## src/rtl/clint.sv

```systemverilog
// Core-local interruptor: msip/ssip, mtime and mtimecmp behind a simple bus.
// Optional mtime prescaler enabled by defining CLINT_PRESCALER_EN.
module clint #(
  parameter int unsigned PRESCALE = 100
) (
  input  logic        clock,
  input  logic        reset,
  input  logic        rd_en,
  input  logic        wr_en,
  input  logic [15:0] addr,
  input  logic [31:0] wr_data,
  output logic [31:0] rd_data,
  output logic        ack,
  output logic        msip,
  output logic        ssip,
  output logic [63:0] mtime,
  output logic [63:0] mtimecmp
);

  if (PRESCALE < 2 || PRESCALE > 65535) begin : g_bad_prescale
    $error("clint: PRESCALE out of range");
  end

  typedef enum logic {
    IDLE,
    ACK
  } state_t;

  state_t state;
  state_t state_next;

  logic        accept;
  logic        wr_acc;
  logic        sel_msip;
  logic        sel_ssip;
  logic        sel_cmpl;
  logic        sel_cmph;
  logic        sel_mtl;
  logic        sel_mth;
  logic        tick;
  logic [31:0] rd_val;

  assign accept   = (state == IDLE) && (rd_en || wr_en);
  assign wr_acc   = accept && wr_en;
  assign sel_msip = (addr == 16'h0000);
  assign sel_ssip = (addr == 16'h0004);
  assign sel_cmpl = (addr == 16'h4000);
  assign sel_cmph = (addr == 16'h4004);
  assign sel_mtl  = (addr == 16'hBFF8);
  assign sel_mth  = (addr == 16'hBFFC);
  assign ack      = (state == ACK);

  always_comb begin
    state_next = state;
    unique case (state)
      IDLE:    if (rd_en || wr_en) state_next = ACK;
      ACK:     state_next = IDLE;
      default: state_next = IDLE;
    endcase
  end

  always_comb begin
    rd_val = '0;
    unique case (1'b1)
      sel_msip: rd_val = {31'b0, msip};
      sel_ssip: rd_val = {31'b0, ssip};
      sel_cmpl: rd_val = mtimecmp[31:0];
      sel_cmph: rd_val = mtimecmp[63:32];
      sel_mtl:  rd_val = mtime[31:0];
      sel_mth:  rd_val = mtime[63:32];
      default:  rd_val = '0;
    endcase
  end

  always_ff @(posedge clock) begin
    if (reset) begin
      state    <= IDLE;
      rd_data  <= '0;
      msip     <= 1'b0;
      ssip     <= 1'b0;
      mtimecmp <= '1;
    end else begin
      state   <= state_next;
      // read data is the pre-write value, cleared outside ACK
      rd_data <= accept ? rd_val : '0;
      if (wr_acc && sel_msip) msip <= wr_data[0];
      if (wr_acc && sel_ssip) ssip <= wr_data[0];
      if (wr_acc && sel_cmpl) mtimecmp[31:0]  <= wr_data;
      if (wr_acc && sel_cmph) mtimecmp[63:32] <= wr_data;
    end
  end

  // a half write replaces that cycle's increment entirely
  always_ff @(posedge clock) begin
    if (reset) begin
      mtime <= '0;
    end else if (wr_acc && sel_mtl) begin
      mtime <= {mtime[63:32], wr_data};
    end else if (wr_acc && sel_mth) begin
      mtime <= {wr_data, mtime[31:0]};
    end else if (tick) begin
      mtime <= mtime + 64'd1;
    end
  end

`ifdef CLINT_PRESCALER_EN
  logic [15:0] count;

  assign tick = (count == 16'(PRESCALE - 1));

  always_ff @(posedge clock) begin
    if (reset) begin
      count <= '0;
    end else if (wr_acc && (sel_mtl || sel_mth)) begin
      count <= '0;
    end else if (tick) begin
      count <= '0;
    end else begin
      count <= count + 16'd1;
    end
  end
`else
  assign tick = 1'b1;
`endif

endmodule

```

## config.mk

```make
export PLATFORM = sky130hd
export DESIGN_NAME = clint
export DESIGN_NICKNAME = d
export VERILOG_FILES = /design/src/rtl/clint.sv
export SDC_FILE = /design/constraint.sdc
export NUM_CORES = 1
export LEC_CHECK = 0
export ABC_AREA = 1
export CAP_MARGIN = 20
export CORE_MARGIN = 2
export CORE_UTILIZATION = 50
export DETAILED_ROUTE_END_ITERATION = 12
export DONT_BUFFER_PORTS = 1
export GPL_ROUTABILITY_DRIVEN = 0
export PLACE_DENSITY = 0.65
export SKIP_LAST_GASP = 1
export SYNTH_ARGS = -nofsm -noshare
export SYNTH_HDL_FRONTEND = slang
export SYNTH_SLANG_ARGS = --single-unit
```

## constraint.sdc

```tcl
create_clock -name clock -period 2 [get_ports clock]
set_input_delay 0.5 -clock clock [delete_from_list [all_inputs] [get_ports clock]]
set_output_delay 0.5 -clock clock [all_outputs]
set_load 0.1 [all_outputs]
```

==> Word-level counts from Yosys, hierarchy flattened <==
Index checks and enable logic that the tools add are counted.
{ "totals": {"ff_bits": 163, "input_bits": 52, "out_inout_bits": 163} }
{ "classes": {"addsub": 1, "eq_ne": 6, "n_mux": 5, "bitwise": 2, "reduce_logical": 11} }
{ "ops": {"columns": ["operator", "count"], "rows": [
  ["32-bit case mux with 6 select lines", 1],
  ["64-bit by 1-bit adder with 64-bit output, second input constant", 1],
  ["64-bit two-way mux", 1],
  ["16-bit by 15-bit equality test with 1-bit output, second input constant", 2],
  ["16-bit equality test, second input constant", 2],
  ["32-bit two-way mux", 1],
  ["16-bit by 3-bit equality test with 1-bit output, second input constant", 1],
  ["16-bit zero test", 1],
  ["1-bit logical AND", 8],
  ["2-bit inequality test, second input constant", 1],
  ["1-bit inverter", 2],
  ["1-bit case mux with 2 select lines", 1],
  ["2-bit OR reduction", 1],
  ["1-bit logical OR", 1],
  ["1-bit two-way mux", 1]
]} }

==> Depth between registers and ports, before layout <==
{ "depth": {"word_depth": 6, "depth_mapped": 13} }

==> Least setup slack after synthesis <==
OpenSTA, ideal clock, no wires.
{ "synth_path": {"path_kind": "reg-to-reg", "from": "register mtime[1]", "to": "register mtime[42]", "setup_ps": 132, "arrival_ps": 2337, "path_slack_ps": -470, "path_stages_with_launch": 11, "n_path_buf": 0, "path_cell_list": "dfxtp_1 -> ha_1 -> nand2_1 -> nor2_4 -> nand2_4 -> nor2_2 -> nand2_1 -> nor2_1 -> nand3_1 -> nand3_1 -> a21oi_1"} }
{ "synth_between": {"elab_chain_len": 2} }
{ "synth_rtl": {"columns": ["element", "line", "rtl"], "rows": [
  ["from (decl)", "16", "output logic [63:0] mtime,"],
  ["from (signal assigned)", "98", "mtime <= {mtime[63:32], wr_data};"],
  ["from (signal assigned)", "100", "mtime <= {wr_data, mtime[31:0]};"],
  ["from (signal assigned)", "102", "mtime <= mtime + 64'd1;"],
  ["64-bit by 1-bit adder with 64-bit output", "102", null],
  ["64-bit two-way mux", "99", "end else if (wr_acc && sel_mth) begin"]
]} }
No other way between the ends. The select of a mux whose other input is x is not followed.
A chain may end at the register's enable or synchronous reset.

==> Final worst setup path <==
{ "layout_path": {"from": "register mtime[30]", "to": "register mtime[62]"} }
The elaborated chain is that of the path after synthesis.

==> results.md <==
* Top post-synthesis cells by count: 335 x nand2_1, 214 x nor2_1, 187 x inv_1
* Fin. max-slew vios at 0
* RSZ-0062 raised after global routing: true
* Gr ovfl total at 0
* Fmax at 0.498 GHz
* Total CTS buffers at 17
* First-pass DRT Iterations at 7
* H-tree depth at 4
* Register bit count reported by yosys at 163
* Total routed wirelength at ~36000 um
* Layout net count at 1665
* Die Area at approximately 19000 sq um
* GRT Util Overall at 37.1%
* Cells after Synth at 1445
* Top-level I/O count at ~220
* Core box area at 17900 sq um
* GR Util met2 at 51.8%
* Final worst slack at -0.00788 ns
* PD cells at 598 nW/um^2
* Setup CP Type: reg -> reg
* Longest Clk Path Bufs at 2
* Static leakage at 4.87 nW
* Number of global-route vias before repair at between 9000 and 10000
* Largest net degree at the start of global routing at 103
* Crit Path Max Fanout at 5
* Synth top area share at around 36%
* Total setup buffers inserted after CTS at 0
* Final Hold Violating Endpoints at 0
* Iteration-0 DRC Markers at roughly 1400
* YS warnings at 0
* Number of synthesized flops with an enable pin at 0
* Reg2reg path depth at 9
* Antenna diode count at 0
* Clock sinks at 163
* Sequential element share of the synthesized area at 35.8%
* CTS tree: yes
* Final min period at roughly 2 ns
* GR peak layer: met2
* Post-route DRC at 0
* Met3 Use GR at 13.5%
* Placed cell count at 1822
* CTS resizes at 0
* Hold-fix buffers, CTS at 0
* Synth area leader: dfxtp_1
* Syn_area_per_cell at 6.31 sq um
* WP data required at 2.32 ns
* Rel. slew slack at 69.6%
* Post-DP HPWL at 28000 um
* HP Class: in -> reg
* Initial antenna violation count at 0
* Fraction of layout cells with a size suffix above 1 at 20.9%
* CTS clk-pin slew, worst paths at 0.07 ns
* Count leader, synth: nand2_1
* Period utilisation layout at 100%
* Max-Cap Viols at 0
* Max Clock Skew at 0.00947 ns
* Initial core utilization at roughly half
* Async SR Flop Fraction at 0%
* Critical Path Sink Type: flop
* Violated checks: setup timing
* IO Port Bufs at 0
* Synth area leaders: dfxtp_1 36%, nand2_1 14%, nor2_1 8.8%
* CP Data Arrival Time at 2.32 ns
* DR vias/cell at 5.74
* Root Buffer: clkbuf_16
* Peak supply drop at 0.000523 V
* Syn_nets at 1498
* Grt met1 use at 51.2%
* ANT nets after route at 0
* Area of the mapped netlist at 9110 sq um
* Setup-failing EPs final at 1
* Worst setup SP type: flop
* Global-route wire length before repair at 55700 um
* Finished Layout Cells at 1854
* Outcome: finished with violations
* Via Count at ~11000
* Chip height at about 140 um
* WL/cell at 19.6 um
* Total Power at 6.81 mW
* Worst Max-Slew Pin Slew at 0.455 ns
* Post-synth top flop: dfxtp_1
* Yosys cell types at 32
* Worst hold path depth at 1
* # rows at between 40 and 50
* Clk_lat worst skew at 0.43 ns
* Syn-to-layout area delta at 25.0%
* Die X-Extent at roughly 140 um
through the flow:
stage	cell area [sq um]	util (%)	TNS, ns	hold slack, ns	setup slack (ns)
6_report	11400	63.6	-0.00788	0.160	-0.00788
2_1_floorplan	9180	-	0	0.603	0.00167
4_1_cts	11400	63.6	0	0.131	0.117
5_1_grt	11400	63.6	-0.0118	0.145	-0.0118
3_3_place_gp	10800	60.3	0	0.455	0.100
3_5_place_dp	10800	60.3	0	0.461	0.0463
layout by cell type, fill, tap and decap left out, types with 40 or more instances in the layout:
| cell | synthesis | routed |
|---|---|---|
| a21oi_1 | 119 | 119 |
| buf_4 | 0 | 198 |
| dfxtp_1 | 163 | 113 |
| dfxtp_2 | 0 | 48 |
| inv_1 | 187 | 187 |
| nand2_1 | 335 | 334 |
| nand3_1 | 68 | 68 |
| nor2_1 | 214 | 210 |
| o21ai_0 | 102 | 102 |
| o21ai_1 | 41 | 40 |
| o22ai_1 | 53 | 53 |
where the power goes:
part           switching (mW)  internal (mW)  total [mW]
clock network            1.47           1.85        3.32
logic                   0.168         0.0630       0.231
registers             0.00933           3.25        3.26
metal layers:
metal  up-vias  routed length, um
li1       5000                  -
met1      4786              14400
met2       720              14500
met3       129               5730
met4         0               1770
met5         -                  0
state kept, by name (all words and copies together), names as in the netlist:
| signal | cells |
|---|---|
| ssip | 1 |
| msip | 1 |
| rd_data | 32 |
| ack | 1 |
| mtimecmp | 64 |
| mtime | 64 |
kinds of logic after synthesis:
| kind of cell | share of synthesized area [%] |
|---|---|
| AND/OR/NAND/NOR | 32.7 |
| AO/OA/AOI/OAI | 18.5 |
| buffers and inverters | 11.2 |
| flip-flops | 35.8 |
| XOR/XNOR | 1.63 |
| adder cells (fa/ha/maj) | 0.137 |
critical path: stages, from the launching register on:
cell	delay [ns]
dfxtp_2	0.45
nand2_1	0.13
nor2_2	0.18
nand2_1	0.15
nor2_1	0.19
nand2_1	0.17
o21ai_0	0.36
nand2_1	0.11
nand2_1	0.10
a21oi_1	0.06
final timing paths:
check                           startpoint  slack, ns        end
worst max register to register   mtime[30]     -0.008  mtime[62]
worst max-delay path             mtime[30]     -0.008  mtime[62]
worst min register to register        ssip       0.48       ssip
worst min-delay path                 reset       0.16   mtime[0]
area by class of cell:
class | instances | area, sq um
Multi-Input combinational cell | 1029 | 4840
Tap cell | 229 | 287
Fill cell | 1692 | 6510
Clock inverter | 11 | 115
Sequential cell | 163 | 3330
Clock buffer | 21 | 470
Timing Repair Buffer | 204 | 1610
Inverter | 197 | 739
Note: power is estimated with default switching activity, not from simulation.
